`src/rtl/risc8_dma.sv`:
```
// risc8_dma: cycle-stealing DMA engine and data-RAM port arbiter.
// The core always owns the RAM port when it strobes; the DMA copies (or fills)
// a block of up to 255 bytes using only idle bus cycles.
// Optional feature macro: RISC8_DMA_FILL_EN (enables CTRL.FILL constant-fill mode).
// Ports:
//   clk, reset                 clock, synchronous active-high reset
//   cpu_addr/ren/wen/wdata     core data bus request
//   ram_addr/ren/wen/wdata     muxed RAM port (combinational mux)
//   ram_rdata                  RAM read data, one cycle after ram_ren
//   io_addr/ren/wen/wdata      I/O register access
//   io_hit                     combinational register-window decode
//   io_rdata                   registered I/O read data
//   busy, irq                  transfer in progress, DONE & IRQ_EN
module risc8_dma #(
    parameter logic [6:0] IO_BASE = 7'h50
) (
    input  logic        clk,
    input  logic        reset,
    input  logic [15:0] cpu_addr,
    input  logic        cpu_ren,
    input  logic        cpu_wen,
    input  logic [7:0]  cpu_wdata,
    output logic [15:0] ram_addr,
    output logic        ram_ren,
    output logic        ram_wen,
    output logic [7:0]  ram_wdata,
    input  logic [7:0]  ram_rdata,
    input  logic [6:0]  io_addr,
    input  logic        io_ren,
    input  logic        io_wen,
    input  logic [7:0]  io_wdata,
    output logic        io_hit,
    output logic [7:0]  io_rdata,
    output logic        busy,
    output logic        irq
);

`ifdef RISC8_DMA_FILL_EN
    localparam bit FillEn = 1'b1;
`else
    localparam bit FillEn = 1'b0;
`endif

    localparam int unsigned AW = 16;
    localparam int unsigned DW = 8;

    typedef enum logic [1:0] {ST_IDLE, ST_RD, ST_CAP, ST_WR} state_e;

    state_e        state_q, state_d;
    logic [AW-1:0] src_q, src_d, dst_q, dst_d;
    logic [DW-1:0] len_q, len_d, buf_q, buf_d, io_rdata_q, io_rdata_d;
    logic          irq_en_q, irq_en_d, fill_q, fill_d, done_q, done_d;
    logic          busy_q, irq_q;

    logic [6:0]    io_off;
    logic          in_win, wr_hit, rd_hit, ctrl_wr;
    logic          idle, abort_now, start_now, dma_free, dma_ren, dma_wen;
    logic          unused_wdata;

    // Register window decode; the >= test keeps the offset subtraction from wrapping.
    assign io_off    = io_addr - IO_BASE;
    assign in_win    = (io_addr >= IO_BASE) && (io_off < 7'd6);
    assign io_hit    = (io_ren | io_wen) & in_win;
    assign wr_hit    = io_wen & in_win;
    assign rd_hit    = io_ren & in_win;
    assign ctrl_wr   = wr_hit && (io_off == 7'd5);

    assign idle      = (state_q == ST_IDLE);
    assign abort_now = ctrl_wr & io_wdata[1];
    assign start_now = ctrl_wr & io_wdata[0] & ~io_wdata[1] & idle;

    // DMA strobes only in free cycles; an abort or reset in flight blocks them immediately.
    assign dma_free  = ~(cpu_ren | cpu_wen) & ~abort_now & ~reset;
    assign dma_ren   = (state_q == ST_RD) & dma_free;
    assign dma_wen   = (state_q == ST_WR) & dma_free;

    assign unused_wdata = ^{io_wdata[7], io_wdata[5:4]};

    // Next-state: register writes, then transfer sequencing.
    always_comb begin
        state_d    = state_q;
        src_d      = src_q;
        dst_d      = dst_q;
        len_d      = len_q;
        buf_d      = buf_q;
        irq_en_d   = irq_en_q;
        fill_d     = fill_q;
        done_d     = done_q;
        io_rdata_d = io_rdata_q;

        if (wr_hit) begin
            case (io_off)
                7'd0: if (idle) src_d[7:0]  = io_wdata;
                7'd1: if (idle) src_d[15:8] = io_wdata;
                7'd2: if (idle) dst_d[7:0]  = io_wdata;
                7'd3: if (idle) dst_d[15:8] = io_wdata;
                7'd4: if (idle) len_d       = io_wdata;
                7'd5: begin
                    irq_en_d = io_wdata[2];
                    // Mode is frozen while a transfer runs.
                    if (idle) fill_d = FillEn & io_wdata[3];
                    if (io_wdata[6]) done_d = 1'b0;
                end
                default: ;
            endcase
        end

        case (state_q)
            ST_IDLE: begin
                if (start_now) begin
                    if (len_q == 8'd0) begin
                        done_d = 1'b1;
                    end else begin
                        done_d  = 1'b0;
                        state_d = fill_d ? ST_WR : ST_RD;
                    end
                end
            end
            ST_RD: begin
                if (dma_ren) state_d = ST_CAP;
            end
            ST_CAP: begin
                buf_d   = ram_rdata;
                state_d = ST_WR;
            end
            ST_WR: begin
                if (dma_wen) begin
                    dst_d = dst_q + 16'd1;
                    if (!fill_q) src_d = src_q + 16'd1;
                    len_d = len_q - 8'd1;
                    if (len_q == 8'd1) begin
                        done_d  = 1'b1;
                        state_d = ST_IDLE;
                    end else begin
                        state_d = fill_q ? ST_WR : ST_RD;
                    end
                end
            end
            default: state_d = ST_IDLE;
        endcase

        if (abort_now) state_d = ST_IDLE;

        if (rd_hit) begin
            case (io_off)
                7'd0:    io_rdata_d = src_q[7:0];
                7'd1:    io_rdata_d = src_q[15:8];
                7'd2:    io_rdata_d = dst_q[7:0];
                7'd3:    io_rdata_d = dst_q[15:8];
                7'd4:    io_rdata_d = len_q;
                default: io_rdata_d = {1'b0, done_q, 2'b00, fill_q, irq_en_q, 1'b0, ~idle};
            endcase
        end
    end

    // State and output registers.
    always_ff @(posedge clk) begin
        if (reset) begin
            state_q    <= ST_IDLE;
            src_q      <= '0;
            dst_q      <= '0;
            len_q      <= '0;
            buf_q      <= '0;
            irq_en_q   <= 1'b0;
            fill_q     <= 1'b0;
            done_q     <= 1'b0;
            io_rdata_q <= '0;
            busy_q     <= 1'b0;
            irq_q      <= 1'b0;
        end else begin
            state_q    <= state_d;
            src_q      <= src_d;
            dst_q      <= dst_d;
            len_q      <= len_d;
            buf_q      <= buf_d;
            irq_en_q   <= irq_en_d;
            fill_q     <= fill_d;
            done_q     <= done_d;
            io_rdata_q <= io_rdata_d;
            busy_q     <= (state_d != ST_IDLE);
            irq_q      <= done_d & irq_en_d;
        end
    end

    // RAM port mux: core pass-through unless the DMA owns this free cycle.
    always_comb begin
        ram_addr  = cpu_addr;
        ram_ren   = cpu_ren;
        ram_wen   = cpu_wen;
        ram_wdata = cpu_wdata;
        if (dma_ren) begin
            ram_addr = src_q;
            ram_ren  = 1'b1;
        end else if (dma_wen) begin
            ram_addr  = dst_q;
            ram_wen   = 1'b1;
            ram_wdata = fill_q ? src_q[7:0] : buf_q;
        end
    end

    assign busy     = busy_q;
    assign irq      = irq_q;
    assign io_rdata = io_rdata_q;

endmodule

```
`config.mk`:
```
export PLATFORM = sky130hd
export DESIGN_NAME = risc8_dma
export DESIGN_NICKNAME = d
export VERILOG_FILES = /design/src/rtl/risc8_dma.sv
export SDC_FILE = /design/constraint.sdc
export NUM_CORES = 1
export LEC_CHECK = 0
export CELL_PAD_IN_SITES_DETAIL_PLACEMENT = 1
export CELL_PAD_IN_SITES_GLOBAL_PLACEMENT = 2
export CORE_UTILIZATION = 30
export CTS_CLUSTER_SIZE = 16
export DETAILED_ROUTE_END_ITERATION = 10
export PLACE_DENSITY_LB_ADDON = 0.1
export SYNTH_ARGS = -nofsm -noshare
export SYNTH_HDL_FRONTEND = slang
export SYNTH_SLANG_ARGS = --single-unit
export TNS_END_PERCENT = 20
```
`constraint.sdc`:
```
create_clock -name clk -period 3.54 [get_ports clk]
set_input_delay 0.708 -clock clk [delete_from_list [all_inputs] [get_ports clk]]
set_output_delay 0.708 -clock clk [all_outputs]
set_load 0.01 [all_outputs]
```
==> results of run 1 <==
state kept, by name, summed over array words and instances (netlist names):
| register | flops |
|---|---|
| done_q | 1 |
| irq_en_q | 1 |
| io_rdata | 8 |
| busy | 1 |
| src_q | 16 |
| fill_q | 1 |
| buf_q | 8 |
| dst_q | 16 |
| irq | 1 |
| len_q | 8 |
| state_q | 2 |
per-stage QoR:
stage                util  worst slack [ns]  hold slack [ns]  instances
floorplan               -             0.436            0.460        577
global placement    0.408            -0.365            0.444        866
detailed placement  0.408            -0.452            0.456        866
CTS                 0.435             0.143            0.463        899
global route        0.436            0.0415            0.477        899
finish              0.436             0.137            0.458        899
layer usage:
layer  vias up  part of all wire
met2       132              0.46
met5         -                 0
met3        30             0.040
met1      2524              0.47
li1       2442                 -
met4         0             0.027
power by group through the flow:
stage | Sequential, mW | Combinational (mW) | Clock [mW]
after floorplan | 0.744 | 0.192 | 0
after global placement | 0.744 | 0.385 | 0
after detailed placement | 0.746 | 0.392 | 0
after CTS | 0.730 | 0.401 | 0.875
after global routing | 0.731 | 0.437 | 0.920
final | 0.729 | 0.406 | 0.868
worst register-to-register path, delay by kind of cell, from the launching register on:
family	cells	cell delay, ns
buffers and inverters	1	0.12
flip-flops	1	0.32
AO/OA/AOI/OAI	1	0.24
AND/OR/NAND/NOR	4	1.19
adder cells (fa/ha/maj)	1	0.42
final cells by class:
class                   count  area [um^2]
fillers                  1751         8230
multi-input cells         461         3060
repair buffers            165         1490
flip-flops and latches     63         1260
clock buffers              13          260
well taps                 184          230
inverters                  10         37.5
clock inverters             3         17.5
final timing paths:
kind	startpoint	to	slack (ns)	depth (start not counted)
worst max-delay path	io_addr[0]	ram_addr[0]	0.14	9
worst min-delay path	io_rdata[3]	io_rdata[3]	0.46	2
worst max register to register	state_q[0]	dst_q[12]	1.12	7
worst min register to register	io_rdata[3]	io_rdata[3]	0.46	2
what timing repair did:
item	in CTS	in global routing
pin swaps	7	0
resized for setup	96	1
setup buffers	15	0
hold endpoints to repair	0	0
endpoints found under the setup margin	26	5
cloned	2	0
cells in the final DEF, fill, tap and decap left out, drive strengths merged, types with 9 or more instances in the layout:
cell and n:
a21oi 59, a31oi 9, buf 90, clkbuf 13, clkdlybuf4s50 60, dfxtp 63
dlygate4sd2 12, ha 10, inv 10, mux2i 39, nand2 45, nand3 25
nand4 15, nor2 56, nor3 26, o21ai 39
cells by family after synthesis:
kind of cell    synth area share
xor+xnor                 0.00582
simple gates               0.271
buf+inv                   0.0509
flops                      0.279
compound gates             0.249
fa+ha+maj                 0.0277
mux                        0.116
==> out/summary.txt, run 1 <==
==========================================================================================
Min-delay worst type                                                            reg -> reg
Number of optimization iterations in the first detailed-route pass                       5
Tot GR Track Use                                                                     0.254
Number of hold violations in the final report                                            0
Cell type with the highest aggregate area in the netlist                      sky130_fd_sc_hd__dfxtp_1
Relative contribution of sequential cells to total power                             0.364
Clock tree from TritonCTS                                                            built
Met2 Usage GRT                                                                       0.406
Max Clock Freq                                                                     294 MHz
Flip-flop and latch count after synthesis                                               63
Crit path time final                                                               3.40 ns
Die height                                                                          125 um
Setup Crit Path Kind                                                             in -> out
Clock Sink Count                                                                        63
GRT met1 Usage                                                                       0.340
Buffers on Ports                                                                        89
Diodes inserted                                                                          0
Yosys warning total                                                                      0
Data required time of the worst path                                               2.83 ns
Peak fanout along the critical path                                                      7
Core region area                                                               14,600 um^2
CP bufs+invs                                                                             5
Most frequent cells after synthesis                                           63 x sky130_fd_sc_hd__dfxtp_1, 58 x sky130_fd_sc_hd__a21oi_1, 56 x sky130_fd_sc_hd__nor2_1, 45 x sky130_fd_sc_hd__nand2_1, 39 x sky130_fd_sc_hd__mux2i_1
Routed WL                                                                          19.5 mm
Worst relative slew slack                                                            0.461
Mean instance size in the synthesized netlist                                    7.83 um^2
Slew Viols, Final                                                                        0
Synth top area share                                                                 0.279
RSZ-0062 raised after global routing                                                    no
Worst skew pair latency                                                            0.35 ns
Kind of start point of the critical path                                        input port
Post-route design area                                                           6350 um^2
Ranking of synthesized cells by area                                          sky130_fd_sc_hd__dfxtp_1 28%, sky130_fd_sc_hd__mux2i_1 8.6%, sky130_fd_sc_hd__a21oi_1 6.4%
Std cell rows                                                                           44
Post-synthesis instance area                                                     4520 um^2
Antenna Violating Nets Remaining                                                         0
TritonCTS buffer count                                                                   9
Clock H-tree levels                                                                      3
Cell Pwr Density                                                               315 nW/um^2
Cell with the most instances after synthesis                                  sky130_fd_sc_hd__dfxtp_1
Average detailed-routed wire length per instance                                   21.7 um
Maximum vdd ir drop                                                               0.215 mV
Die Footprint                                                                  15,600 um^2
Switching pwr                                                                     0.587 mW
Total design power                                                                 2.00 mW
Worst path slowest cell                                                       sky130_fd_sc_hd__clkdlybuf4s50_1
Cell variety after synth                                                                68
Crit. End Element                                                               output pin
Antenna violations before repair                                                         0
Total vias in the final route                                                        5,128
Number of hold buffers added after CTS                                                   0
Measured slew at the worst slew-check pin                                         0.803 ns
Seq/Total Area, Yosys                                                                0.279
Width of the die                                                                    125 um
Fraction of layout cells with a size suffix above 1                                  0.201
Number of nets produced by synthesis                                                   640
Share of power burned in the clock network                                           0.433
Number of buffers on the longest clock path                                              2
Number of vias per cell after detailed routing                                        5.70
Ordered list of cells on the worst path                                       clkdlybuf4s50_1 -> nand4b_1 -> o31ai_4 -> buf_4 -> buf_12 -> buf_6 -> mux2i_2 -> o21ai_1 -> buf_2
Number of global-route vias before repair                                            5,214
Outcome                                                                          completed
Max Cap Viol                                                                             0
Met3 track demand over resource                                                     0.0382
Routability Congestion                                                               0.919
Post-route clock period utilization                                                  0.961
Asr flop ratio synth                                                                     0
Count of flip-flops with a built-in enable after synthesis                               0
Drc violations                                                                           0
Internal power summed over all cells                                               1.42 mW
Ports                                                                                   90
Instance area at placement                                                       5950 um^2
Maximum clock skew at final layout                                               0.0107 ns
Leading register cell type out of synthesis                                   sky130_fd_sc_hd__dfxtp_1
Wire length of the first global-routing pass                                       30.5 mm
Global route hottest layer                                                            met2
Synthesized instance count                                                             577
Comb power frac                                                                      0.203
Endpoints failing setup                                                                  0
Root Buffer Master                                                            sky130_fd_sc_hd__clkbuf_16
Final #Nets                                                                            773
Detailed router's first-iteration violation count                                      337
Final global-route overflow total                                                        0
Clock edge transition at the registers on the reported setup and hold paths        0.06 ns
Arrival time worst endpoint                                                        2.70 ns
Critical path's top delay family                                              buffers and inverters
Setup TNS Final                                                                       0 ns
Half-perimeter wire length after placement                                         14.0 mm
Layout area overhead                                                                 40.6%
Pin count of the biggest net entering global routing                                    36
Leak Pwr                                                                           2.35 nW
Critical Path Max Stage Delay                                                      0.57 ns
Initial core utilization                                                             0.310
Switch share                                                                         0.293
==========================================================================================
Note: power is estimated with default switching activity, not from simulation.
==> run 2: changes to the inputs <==
--- a/config.mk
+++ b/config.mk
@@ -5,6 +5,7 @@
 export SDC_FILE = /design/constraint.sdc
 export NUM_CORES = 1
 export LEC_CHECK = 0
+export ABC_CLOCK_PERIOD_IN_PS = 3540
 export CELL_PAD_IN_SITES_DETAIL_PLACEMENT = 1
 export CELL_PAD_IN_SITES_GLOBAL_PLACEMENT = 2
 export CORE_UTILIZATION = 30
==> results of run 2 <==
No change in the layout: final DEF, timing and power equal those of run 1.
==> run 3: changes to the inputs <==
--- a/config.mk
+++ b/config.mk
@@ -8,6 +8,7 @@
 export ABC_CLOCK_PERIOD_IN_PS = 3540
 export CELL_PAD_IN_SITES_DETAIL_PLACEMENT = 1
 export CELL_PAD_IN_SITES_GLOBAL_PLACEMENT = 2
+export CORE_ASPECT_RATIO = 1.2
 export CORE_UTILIZATION = 30
 export CTS_CLUSTER_SIZE = 16
 export DETAILED_ROUTE_END_ITERATION = 10
==> run 3 against run 2 <==
Net effect:
- total power grew 9.3%
- global-route usage is 0.47 points lower
- worst hold slack about the same
- wire length is 2.2% lower
- register-to-register slack lost 0.20 ns
- combinational power shrank 6.9%
- sequential share of layout area grew 0.25 points
- setup slack got worse by 0.0034 ns
- critical path type unchanged
- critical endpoint unchanged
==> out/summary.txt, run 3 (same netlist as run 1, synthesis figures left out) <==
==========================================================================================
Outcome                                                                          completed
Std cell rows                                                                           48   +9.1%
Worst skew pair latency                                                            0.35 ns   about the same
Half-perimeter wire length after placement                                         13.8 mm   -1.7%
Routability Congestion                                                               0.857   -6.7%
# fillers                                                                            1,762   +0.63%
Pin count of the biggest net entering global routing                                    41   +14%
End point of the worst hold path                                               io_rdata[3]
Worst path slowest cell                                                       sky130_fd_sc_hd__clkdlybuf4s50_1
Min-delay worst type                                                            reg -> reg
WHS                                                                               0.458 ns   -0.000100 ns
Fraction of layout cells with a size suffix above 1                                  0.173   -0.0285
TritonCTS buffer count                                                                   9   unchanged
Antenna Violating Nets Remaining                                                         0   unchanged
Average detailed-routed wire length per instance                                   21.4 um   -1.7%
Area taken by flip-flops and latches                                             1260 um^2   unchanged
Data required time of the worst path                                               2.83 ns   about the same
Layout area overhead                                                                 38.8%
Clock H-tree levels                                                                      3   unchanged
Root Buffer Master                                                            sky130_fd_sc_hd__clkbuf_16
Critical Path Max Stage Delay                                                      0.60 ns   +0.03 ns
Detailed router's first-iteration violation count                                      220   -35%
Commonest cells after routing, fill and taps aside                            63 x sky130_fd_sc_hd__dfxtp_1, 60 x sky130_fd_sc_hd__clkdlybuf4s50_1, 58 x sky130_fd_sc_hd__a21oi_1, 56 x sky130_fd_sc_hd__nor2_1, 49 x sky130_fd_sc_hd__buf_4
Number of hold violations in the final report                                            0   unchanged
Leak Pwr                                                                           2.30 nW   -2.2%
Ordered list of cells on the worst path                                       clkdlybuf4s50_1 -> nand4b_1 -> o31ai_4 -> buf_6 -> buf_12 -> mux2i_1 -> o21ai_1 -> clkdlybuf4s15_2
Endpoints failing setup                                                                  0   unchanged
Cell Pwr Density                                                               349 nW/um^2   +11%
Crit Reg-Reg Startpoint                                                         state_q[0]
Antenna violations before repair                                                         0   unchanged
Core region area                                                               14,500 um^2   -0.38%
Routed WL                                                                          19.1 mm   -2.2%
Die height                                                                          136 um   +9.4%
RSZ-0062 raised after global routing                                                    no
Instance area at placement                                                       5870 um^2   -1.3%
Max Cap Viol                                                                             0   unchanged
Width of the die                                                                    114 um   -8.6%
Number of optimization iterations in the first detailed-route pass                       4   -1
Instance count along the most critical hold path                                         2   unchanged
Most common cell after layout, fill and taps aside                            sky130_fd_sc_hd__dfxtp_1
Capture instance of the worst register-to-register path                           dst_q[0]
Combined area of the multi-input logic cells                                     3060 um^2   unchanged
Clock Sink Count                                                                        63   unchanged
Kind of start point of the critical path                                        input port
Clock edge transition at the registers on the reported setup and hold paths        0.06 ns   about the same
Buffers on Ports                                                                        89   unchanged
Tot GR Track Use                                                                     0.249   -0.00465
Maximum clock skew at final layout                                              0.00797 ns   -0.00273 ns
Drc violations                                                                           0   unchanged
Wire length of the first global-routing pass                                       28.8 mm   -5.7%
Arrival time worst endpoint                                                        2.70 ns   about the same
Die Footprint                                                                  15,600 um^2   about the same
Ports                                                                                   90   unchanged
Total design power                                                                 2.19 mW   +9.3%
Number of cell instances on the worst register-to-register path                         13   +6
Maximum vdd ir drop                                                               0.232 mV   +7.8%
Register-to-register path setup slack                                              0.92 ns   -0.20 ns
Max Clock Freq                                                                     294 MHz   about the same
Final #Nets                                                                            752   -2.7%
Final global-route overflow total                                                        0   unchanged
Setup Crit Path Kind                                                             in -> out
Initial core utilization                                                             0.311   +0.00117
Number of global-route vias before repair                                            5,029   -3.5%
Clock tree from TritonCTS                                                            built
Number of buffers on the longest clock path                                              2   unchanged
Crit. End Element                                                               output pin
Post-route clock period utilization                                                  0.962   about the same
Post-route design area                                                           6270 um^2   -1.3%
Peak fanout along the critical path                                                     10   +3
Hold path startpoint                                                           io_rdata[3]
Largest registers                                                             dst_q (16), src_q (16)
Diodes inserted                                                                          0   unchanged
Number of hold buffers added after CTS                                                   0   unchanged
Setup TNS Final                                                                       0 ns   unchanged
Total vias in the final route                                                        5,021   -2.1%
Number of vias per cell after detailed routing                                        5.62   -1.5%
Measured slew at the worst slew-check pin                                         0.912 ns   +0.109 ns
Slew Viols, Final                                                                        0   unchanged
Worst relative slew slack                                                            0.388   -0.0730
Crit path time final                                                               3.41 ns   +0.00340 ns
==========================================================================================
run 3: changes by cell type in the layout (fill, tap and decap cells not counted), sizes merged:
cell           before  now
buf                90   64
clkbuf             13   15
dlymetal6s2s        0    2
bufinv              0    3
bufbuf              1    0
clkinvlp            1    0
clkdlybuf4s15       2    5
dlygate4sd2        12    9
run 3: report_power, final:
part | total [mW] | switching [mW] | leakage (nW) | internal, mW
registers | 0.729 | 0.00757 | 0.507 | 0.722
logic | 0.378 | 0.206 | 1.61 | 0.172
clock network | 1.08 | 0.356 | 0.176 | 0.726
run 3: how the worst max path moves through the flow:
stage,start,endpoint,slack (ns)
after floorplan,io_addr[4],ram_addr[11],0.44
after global placement,io_addr[4],ram_addr[6],-0.28
after detailed placement,io_addr[4],ram_addr[9],-0.33
after CTS,io_addr[4],ram_addr[9],-0.12
after global routing,io_wen,ram_addr[13],0.05
final,io_wen,ram_addr[0],0.13
run 3: repair_timing:
item                                    4_1_cts  5_1_grt
endpoints found under the setup margin       26       25
buffers inserted                              2        3
pin swaps                                     2        3
cloned                                        0        1
resized for setup                            65       17
run 3: critical path: cells and delay by family:
family                 cells  cell delay, ns
muxes                      1            0.22
AOI/OAI and AO/OA          2            0.38
buffers and inverters      4            1.14
and+or+nand+nor            1            0.23
run 3: cell type report:
type | count | share of cell area
Clock buffer | 11 | 0.0403
Tap cell | 200 | 0.0399
Clock inverter | 5 | 0.0166
Inverter | 10 | 0.00598
Multi-Input combinational cell | 461 | 0.488
Timing Repair Buffer | 144 | 0.208
Sequential cell | 63 | 0.201
run 3: per-stage QoR:
| stage | worst slack, ns | utilization | instances |
|---|---|---|---|
| after floorplan | 0.436 | - | 577 |
| after global placement | -0.279 | 0.404 | 872 |
| after detailed placement | -0.325 | 0.404 | 872 |
| after CTS | -0.124 | 0.426 | 890 |
| after global routing | 0.0536 | 0.432 | 894 |
| final | 0.133 | 0.432 | 894 |
run 3: per-layer routing:
metal  vias up  GRT usage  wire, um
met1      2459      0.310      8470
met3        36     0.0477       742
met4         0      0.111       701
met5         -          0         0
li1       2401          -         -
met2       125      0.417      9190
